`src/rtl/c7bbiu_arbiter.sv`:
```
// Round-robin IFU/LSU request arbiter and single-transaction tracker for the BIU AXI stage.
// Grant and request bus are registered one cycle after arbitration; new requests wait in IDLE until the outstanding one completes or times out.
module c7bbiu_arbiter #(
  parameter logic [3:0]  RID_IFU     = 4'h0,
  parameter logic [3:0]  RID_LSU     = 4'h1,
  parameter logic [7:0]  IFU_RD_LEN  = 8'd0,
  parameter logic [15:0] TIMEOUT_CYC = 16'd1024
) (
  input  logic        clk,
  input  logic        resetn,
  input  logic        ifu_biu_rd_req,
  input  logic [31:0] ifu_biu_rd_addr,
  input  logic        lsu_biu_rd_req,
  input  logic [31:0] lsu_biu_rd_addr,
  input  logic [2:0]  lsu_biu_rd_size,
  input  logic        lsu_biu_wr_req,
  input  logic [31:0] lsu_biu_wr_addr,
  input  logic [2:0]  lsu_biu_wr_size,
  input  logic [31:0] lsu_biu_wr_data,
  input  logic [3:0]  lsu_biu_wr_strb,
  input  logic        axi_rdata_ifu_val,
  input  logic        axi_rdata_lsu_val,
  input  logic        axi_write_lsu_val,
  output logic        biu_ifu_rd_gnt,
  output logic        biu_lsu_rd_gnt,
  output logic        biu_lsu_wr_gnt,
  output logic        arb_rd_val,
  output logic [3:0]  arb_rd_id,
  output logic [31:0] arb_rd_addr,
  output logic [1:0]  arb_rd_burst,
  output logic [7:0]  arb_rd_len,
  output logic [2:0]  arb_rd_size,
  output logic        arb_rd_lock,
  output logic [3:0]  arb_rd_cache,
  output logic [2:0]  arb_rd_prot,
  output logic        arb_wr_val,
  output logic [3:0]  arb_wr_id,
  output logic [31:0] arb_wr_addr,
  output logic [7:0]  arb_wr_len,
  output logic [2:0]  arb_wr_size,
  output logic [31:0] arb_wr_data,
  output logic [3:0]  arb_wr_strb,
  output logic        arb_wr_last,
  output logic        biu_timeout,
  output logic        biu_proto_err
);

  localparam logic [1:0] ST_IDLE   = 2'd0;
  localparam logic [1:0] ST_RD_IFU = 2'd1;
  localparam logic [1:0] ST_RD_LSU = 2'd2;
  localparam logic [1:0] ST_WR_LSU = 2'd3;

  logic [1:0]  state_q, state_d;
  logic        last_lsu_q, last_lsu_d;
  logic [15:0] cnt_q, cnt_d;
  logic        gnt_ifu_q, gnt_ifu_d, gnt_rd_q, gnt_rd_d, gnt_wr_q, gnt_wr_d;
  logic        rd_val_q, rd_val_d, wr_val_q, wr_val_d;
  logic        timeout_q, timeout_d, err_q, err_d;
  logic [3:0]  rd_id_q, rd_id_d;
  logic [31:0] rd_addr_q, rd_addr_d;
  logic [1:0]  rd_burst_q, rd_burst_d;
  logic [7:0]  rd_len_q, rd_len_d;
  logic [2:0]  rd_size_q, rd_size_d;
  logic [3:0]  wr_id_q, wr_id_d;
  logic [31:0] wr_addr_q, wr_addr_d;
  logic [2:0]  wr_size_q, wr_size_d;
  logic [31:0] wr_data_q, wr_data_d;
  logic [3:0]  wr_strb_q, wr_strb_d;
  logic        wr_last_q, wr_last_d;

  logic lsu_req, pick_ifu, pick_wr, pick_rd, cmp_match, stray, timeout_hit;

  always_comb begin
    lsu_req   = lsu_biu_wr_req | lsu_biu_rd_req;
    // Tie goes to whichever class was not granted last
    pick_ifu  = ifu_biu_rd_req & (~lsu_req | last_lsu_q);
    pick_wr   = ~pick_ifu & lsu_biu_wr_req;
    pick_rd   = ~pick_ifu & ~lsu_biu_wr_req & lsu_biu_rd_req;
    cmp_match = ((state_q == ST_RD_IFU) & axi_rdata_ifu_val) |
                ((state_q == ST_RD_LSU) & axi_rdata_lsu_val) |
                ((state_q == ST_WR_LSU) & axi_write_lsu_val);
    stray     = ((state_q != ST_RD_IFU) & axi_rdata_ifu_val) |
                ((state_q != ST_RD_LSU) & axi_rdata_lsu_val) |
                ((state_q != ST_WR_LSU) & axi_write_lsu_val);
    timeout_hit = (TIMEOUT_CYC != 16'd0) && (cnt_q == (TIMEOUT_CYC - 16'd1));
  end

  always_comb begin
    state_d    = state_q;
    last_lsu_d = last_lsu_q;
    cnt_d      = cnt_q;
    gnt_ifu_d  = 1'b0;
    gnt_rd_d   = 1'b0;
    gnt_wr_d   = 1'b0;
    rd_val_d   = 1'b0;
    wr_val_d   = 1'b0;
    timeout_d  = 1'b0;
    err_d      = err_q | stray;
    rd_id_d    = rd_id_q;
    rd_addr_d  = rd_addr_q;
    rd_burst_d = rd_burst_q;
    rd_len_d   = rd_len_q;
    rd_size_d  = rd_size_q;
    wr_id_d    = wr_id_q;
    wr_addr_d  = wr_addr_q;
    wr_size_d  = wr_size_q;
    wr_data_d  = wr_data_q;
    wr_strb_d  = wr_strb_q;
    wr_last_d  = wr_last_q;
    if (state_q == ST_IDLE) begin
      cnt_d = 16'd0;
      if (pick_ifu) begin
        state_d    = ST_RD_IFU;
        last_lsu_d = 1'b0;
        gnt_ifu_d  = 1'b1;
        rd_val_d   = 1'b1;
        rd_id_d    = RID_IFU;
        rd_addr_d  = ifu_biu_rd_addr;
        rd_burst_d = 2'b01;
        rd_len_d   = IFU_RD_LEN;
        rd_size_d  = 3'b010;
      end else if (pick_wr) begin
        state_d    = ST_WR_LSU;
        last_lsu_d = 1'b1;
        gnt_wr_d   = 1'b1;
        wr_val_d   = 1'b1;
        wr_id_d    = 4'h1;
        wr_addr_d  = lsu_biu_wr_addr;
        wr_size_d  = lsu_biu_wr_size;
        wr_data_d  = lsu_biu_wr_data;
        wr_strb_d  = lsu_biu_wr_strb;
        wr_last_d  = 1'b1;
      end else if (pick_rd) begin
        state_d    = ST_RD_LSU;
        last_lsu_d = 1'b1;
        gnt_rd_d   = 1'b1;
        rd_val_d   = 1'b1;
        rd_id_d    = RID_LSU;
        rd_addr_d  = lsu_biu_rd_addr;
        rd_burst_d = 2'b01;
        rd_len_d   = 8'd0;
        rd_size_d  = lsu_biu_rd_size;
      end
    end else if (cmp_match) begin
      state_d = ST_IDLE;
    end else if (timeout_hit) begin
      state_d   = ST_IDLE;
      timeout_d = 1'b1;
    end else if (cnt_q != 16'hFFFF) begin
      cnt_d = cnt_q + 16'd1;
    end
  end

  always_ff @(posedge clk or negedge resetn) begin
    if (!resetn) begin
      state_q    <= ST_IDLE;
      last_lsu_q <= 1'b1;
      cnt_q      <= 16'd0;
      gnt_ifu_q  <= 1'b0;
      gnt_rd_q   <= 1'b0;
      gnt_wr_q   <= 1'b0;
      rd_val_q   <= 1'b0;
      wr_val_q   <= 1'b0;
      timeout_q  <= 1'b0;
      err_q      <= 1'b0;
      rd_id_q    <= 4'h0;
      rd_addr_q  <= 32'h0;
      rd_burst_q <= 2'b00;
      rd_len_q   <= 8'h0;
      rd_size_q  <= 3'b000;
      wr_id_q    <= 4'h0;
      wr_addr_q  <= 32'h0;
      wr_size_q  <= 3'b000;
      wr_data_q  <= 32'h0;
      wr_strb_q  <= 4'h0;
      wr_last_q  <= 1'b0;
    end else begin
      state_q    <= state_d;
      last_lsu_q <= last_lsu_d;
      cnt_q      <= cnt_d;
      gnt_ifu_q  <= gnt_ifu_d;
      gnt_rd_q   <= gnt_rd_d;
      gnt_wr_q   <= gnt_wr_d;
      rd_val_q   <= rd_val_d;
      wr_val_q   <= wr_val_d;
      timeout_q  <= timeout_d;
      err_q      <= err_d;
      rd_id_q    <= rd_id_d;
      rd_addr_q  <= rd_addr_d;
      rd_burst_q <= rd_burst_d;
      rd_len_q   <= rd_len_d;
      rd_size_q  <= rd_size_d;
      wr_id_q    <= wr_id_d;
      wr_addr_q  <= wr_addr_d;
      wr_size_q  <= wr_size_d;
      wr_data_q  <= wr_data_d;
      wr_strb_q  <= wr_strb_d;
      wr_last_q  <= wr_last_d;
    end
  end

  assign biu_ifu_rd_gnt = gnt_ifu_q;
  assign biu_lsu_rd_gnt = gnt_rd_q;
  assign biu_lsu_wr_gnt = gnt_wr_q;
  assign arb_rd_val     = rd_val_q;
  assign arb_rd_id      = rd_id_q;
  assign arb_rd_addr    = rd_addr_q;
  assign arb_rd_burst   = rd_burst_q;
  assign arb_rd_len     = rd_len_q;
  assign arb_rd_size    = rd_size_q;
  assign arb_rd_lock    = 1'b0;
  assign arb_rd_cache   = 4'h0;
  assign arb_rd_prot    = 3'b000;
  assign arb_wr_val     = wr_val_q;
  assign arb_wr_id      = wr_id_q;
  assign arb_wr_addr    = wr_addr_q;
  assign arb_wr_len     = 8'd0;
  assign arb_wr_size    = wr_size_q;
  assign arb_wr_data    = wr_data_q;
  assign arb_wr_strb    = wr_strb_q;
  assign arb_wr_last    = wr_last_q;
  assign biu_timeout    = timeout_q;
  assign biu_proto_err  = err_q;

endmodule

```
`config.mk`:
```
export PLATFORM = sky130hd
export DESIGN_NAME = c7bbiu_arbiter
export DESIGN_NICKNAME = d
export VERILOG_FILES = /design/src/rtl/c7bbiu_arbiter.sv
export SDC_FILE = /design/constraint.sdc
export NUM_CORES = 1
export LEC_CHECK = 0
export ABC_AREA = 1
export CAP_MARGIN = 20
export CORE_UTILIZATION = 45
export CTS_BUF_LIST = sky130_fd_sc_hd__clkbuf_16
export DETAILED_ROUTE_END_ITERATION = 8
export PLACE_DENSITY_LB_ADDON = 0.15
export SETUP_SLACK_MARGIN = 0.15
export SLEW_MARGIN = 20
export SYNTH_ARGS = -nofsm -noshare
export SYNTH_HDL_FRONTEND = slang
export SYNTH_SLANG_ARGS = --single-unit
```
`constraint.sdc`:
```
create_clock -name clk -period 4.2 [get_ports clk]
set_input_delay 0.84 -clock clk [delete_from_list [all_inputs] [get_ports clk]]
set_output_delay 0.84 -clock clk [all_outputs]
set_load 0.005 [all_outputs]
```
* Word-level counts from Yosys, hierarchy flattened *
Index checks and enable logic that the tools add are counted.

cells by class
  reductions and logical operators = 10
  add/sub/neg operators = 1
  bitwise gates (word level) = 20
  eq/ne operators = 12
  mux-type cells = 42

operators by type and width
  cell                   number
  $mux 32                3
  $mux 16                4
  $mux 8                 3
  $mux 2                 9
  $mux 1                 17
  $add 16x1->16 const B  1
  $eq 16x10->1 const B   1
  $ne 16x16->1 const B   1
  $mux 4                 3
  $and 1x1->1            10
  $mux 3                 3
  $reduce_and 3->1       3
  $or 1x1->1             7
  $ne 2x1->1 const B     3
  $ne 2x2->1 const B     3
  $reduce_bool 3->1      2
  $eq 2x2->1 const B     2
  $ne 4x4->1 const B     1
  $reduce_and 2->1       2
  $reduce_bool 2->1      2
  $not 1->1              3
  $eq 2x1->1 const B     1
  $logic_not 2->1        1

word-level totals
  output and inout bits = 148
  register bits = 146
  bits of input ports = 146
  logic and storage cells = 104

* Longest topological paths before layout *
  depth in word-level cells = 11
  gate-level depth with buffers = 11
  depth with buffers taken out = 10

* Worst setup path after synthesis *
No wires, ideal clock.

  kind = input port to flip-flop
  start = input lsu_biu_rd_req
  end = register wr_last_q, in the netlist arb_wr_last
  path buffers = 0
  required time = 4,073 ps
  stages on the path = 9
  data arrival time = 1,687 ps
  setup time = 127 ps
  slack = 2,385 ps
  path through = inv_1 > nand2_1 > nand2_1 > nand2_4 > inv_4 > nor2_4 > nand2_4 > inv_6 > or2_2

on the way
  cells in the longest elaborated chain, start to end = 7

RTL lines
  element                                RTL line  RTL
  start: declaration                     13        input logic lsu_biu_rd_req,
  $or 1x1->1 (*)                         74        lsu_req = lsu_biu_wr_req | lsu_biu_rd_req;
  $not 1->1 (*)                          76        pick_ifu = ifu_biu_rd_req & (~lsu_req | last_lsu_q);
  $or 1x1->1 (*)                         76
  $and 1x1->1 (*)                        76
  $not 1->1 (no source line) (*)         n/a
  $and 1x1->1                            77        pick_wr = ~pick_ifu & lsu_biu_wr_req;
  $reduce_and 3->1 (no source line) (*)  n/a
  end signal: assignment                 198       wr_last_q <= wr_last_d;
  end: declaration                       69        logic wr_last_q, wr_last_d;

Every way passes the cells marked *; elsewhere a longest branch is shown, timed or not.
A chain may end at the register's enable or synchronous reset.

* Worst setup path in the final report *
  start = input lsu_biu_wr_req
  end = register wr_addr_q[1], in the netlist arb_wr_addr[1]

on the way
  cells in the longest elaborated chain, start to end = 7

RTL lines
  element                                RTL line  RTL
  start: declaration                     16        input logic lsu_biu_wr_req,
  $or 1x1->1                             74
  $not 1->1                              76
  $or 1x1->1                             76
  $and 1x1->1                            76
  $not 1->1 (no source line)             n/a
  $and 1x1->1                            77
  $reduce_and 3->1 (no source line) (*)  n/a
  end signal: assignment                 194       wr_addr_q <= wr_addr_d;
  end: declaration                       65        logic [31:0] wr_addr_q, wr_addr_d;

Marks and branches as above.

==> out/results.ini <==
[worst_setup_path]
cp.required_ns=4.55
critPathSlowestCell=clkdlybuf4s50_1
worst_setup_path_start_kind=primary input
worst-endpoint-arrival_ns=3.28
timing.setup.critical_path_class=in -> reg
worst-r2r-setup-slack_ns=1.67
critical_path.cell_chain=clkdlybuf4s50_1 -> inv_2 -> nand2_1 -> nand2_1 -> nand2_4 -> inv_4 -> nor2_4 -> nand2_4 -> inv_6 -> nand2_1 -> nand2_1
timing.critical_path.to_type=register
critPathMostFrequentCell=nand2_1
cp_max_fo=73
max_stage_delay_ns=0.54

[drt]
drt_iter0_drc=341
wire_per_inst_um=13.7
number_of_vias_per_cell=4.67
route.vias.total=5893
wirelength_um=17300
drt_first_pass_iters=5
ant_nets=0
drc=0

[synth]
synth_area_um2=6360
proportion_of_register_bits_with_asynchronous_set_or_reset_after_synthesis_pct=100
synth_edf_count=0
synth_top_cells_by_area=dfrtp_1 52%, nand2_1 27%, nand3_1 5.1%, buf_4 4.5%, inv_1 1.8%
synthTopCellsByCount=458 x nand2_1, 133 x dfrtp_1, 65 x nand3_1, 38 x buf_4, 30 x inv_1
ys.flop_type=dfrtp_1
synthDominantCellAreaShare_pct=52.3
synth_largest_area_cell=dfrtp_1
synth-seq-cells=134
synth.most_common_cell=nand2_1
yosysSeqAreaShare_pct=52.7
synth-warning-count=0
synth.lib_cells_used.distinct=30
synthesis.instances=819
synth.avg_cell_area_um2=7.77

[place]
portBuffers=262
place_congestion=0.812
place.detailed.hpwl_um=12400

[outcome]
run_status=finished, final reports clean

[sta]
clock.fmax_mhz=340
report.final.slew_viol_count=0
timing_worst_slew_pin_value_ns=0.705
finalSetupViolCount=0
fin_hold_ws_ns=0.428
slew-limit-headroom_pct=53.0
fin_worst_skew_ns=0.00646
finalCritPeriodShare_pct=70.0
timing.setup.tns_ns=0
unrepaired_setup_endpoints_after_global_routing=false
timing.final.hold_violations=0
period_minus_slack_ns=2.94

[layout]
num_antenna_cells=0
area_growth_syn_to_layout_pct=48.6
num-nets-final=1215
drive_gt1_share_pct=4.53

[global_routing]
globalRoute.busiestLayer=met2
gr-usage-met2_pct=39.8
antenna_found_initial=0
grt_use_total_pct=24.2
globalRoute.totalOverflow=0
vias_in_the_first_global_route=5415
gr-usage-met3_pct=7.52
grt_start_max_net_pins=78
grtUsageMet1_pct=29.2
grt_first_pass_wirelength_um=27200

[clock_network]
cts_htree_levels=4
post_cts_buffers=0
cts_hold_buffers=0
numCtsBuffers=17
post_cts_resize_count=0
cts.sink_count=134
cts_tree=yes
cts_root_buf=clkbuf_16
clock_tree_buffer_depth=2
clk_latency_ns=0.42
cts.reportedPaths.clkPinSlew_ns=0.06

[power]
power-per-cell-area_nw_per_um2=621
fin_total_pwr_w=0.00587
static-leakage-power_nw=4.87
vdd_drop_max_v=0.000352

[flow_run]
number_of_max_capacitance_violations_reported=0

[floorplan]
core_um2=13800
die_w_um=121
dieArea_um2=14600
die_h_um=121
row_count=43
io_pins=294
initial_core_util_pct=46.0

[worst_hold_path]
min-delay-path-class=in -> async

-- state kept, by name (all words and copies together) (netlist names), 2 cells and up --
signal / cells
arb_rd_addr: 32
state_q: 2
arb_wr_strb: 4
cnt_q: 16
arb_wr_addr: 32
arb_rd_size: 3
arb_wr_size: 3
arb_wr_data: 32
-- critical path, delay by kind of cell --
kind	cells	cell delay [ns]
buf+inv	4	1.31
simple gates	7	1.10
-- metrics by stage --
| step | instances | area [µm²] | utilization, % | setup WS (ns) |
|---|---|---|---|---|
| 6_report | 1261 | 9460 | 68.4 | 1.26 |
| 5_1_grt | 1261 | 9460 | 68.4 | 1.05 |
| 4_1_cts | 1261 | 9460 | 68.4 | 1.23 |
| 3_5_place_dp | 1229 | 8890 | 64.3 | 0.801 |
| 3_3_place_gp | 1229 | 8890 | 64.3 | 0.870 |
| 2_1_floorplan | 849 | 6470 | - | 2.39 |
-- layer usage --
layer / part of all wire, % / vias up / routed length (µm)
met1: 41 / 2702 / 7050
met4: 2.5 / 0 / 435
li1: - / 2945 / -
met2: 49 / 212 / 8440
met5: 0 / - / 0
met3: 7.9 / 34 / 1360
-- final timing paths --
kind | endpoint | cells past startpoint | start
worst min-delay path | arb_wr_data[17]$_DFFE_PN0P_ | 1 | resetn
max in group asynchronous | last_lsu_q$_DFFE_PN1P_ | 2 | resetn
min in group clk | biu_proto_err$_DFF_PN0_ | 2 | biu_proto_err$_DFF_PN0_
worst max-delay path | arb_wr_addr[1]$_DFFE_PN0P_ | 11 | lsu_biu_wr_req
worst min register to register | biu_proto_err$_DFF_PN0_ | 2 | biu_proto_err$_DFF_PN0_
worst max register to register | arb_rd_burst[0]$_DFFE_PN0P_ | 7 | state_q[1]$_DFFE_PN0P_
-- logic make-up (layout without fill, tap and decap cells) --
family,count (synthesis),after routing,synth area share (%)
AOI/OAI and AO/OA,4,4,0.354
xor gates and xnor gates,7,7,0.964
adders and majority gates,1,1,0.197
buffers and inverters,100,332,9.48
DFF,134,134,52.7
other,1,31,0.0589
and+or+nand+nor,572,572,36.2
-- cell usage in the layout (no fill, tap or decap), types with 5 or more instances in the layout --
master / count
buf_4: 5
clkbuf_16: 17
clkdlybuf4s50_1: 261
conb_1: 31
dfrtp_1: 133
inv_1: 33
nand2_1: 458
nand3_1: 65
nand4_1: 8
nor2_1: 27
xor2_1: 7
-- where the power goes --
part	leakage, nW	internal, W	switching (W)
clock	0.287	0.000865	0.000549
sequential	1.69	0.00181	0.000309
combinational	2.89	0.00126	0.00108
-- cell type report --
type / instances / area, µm²
clock buffer: 17 / 425
clock inverter: 15 / 141
fill: 1172 / 4370
inverter: 33 / 131
multi-input combinational: 615 / 2520
sequential: 134 / 3350
tap: 180 / 225
timing repair buffer: 267 / 2660
(Power assumes the default switching activity.)
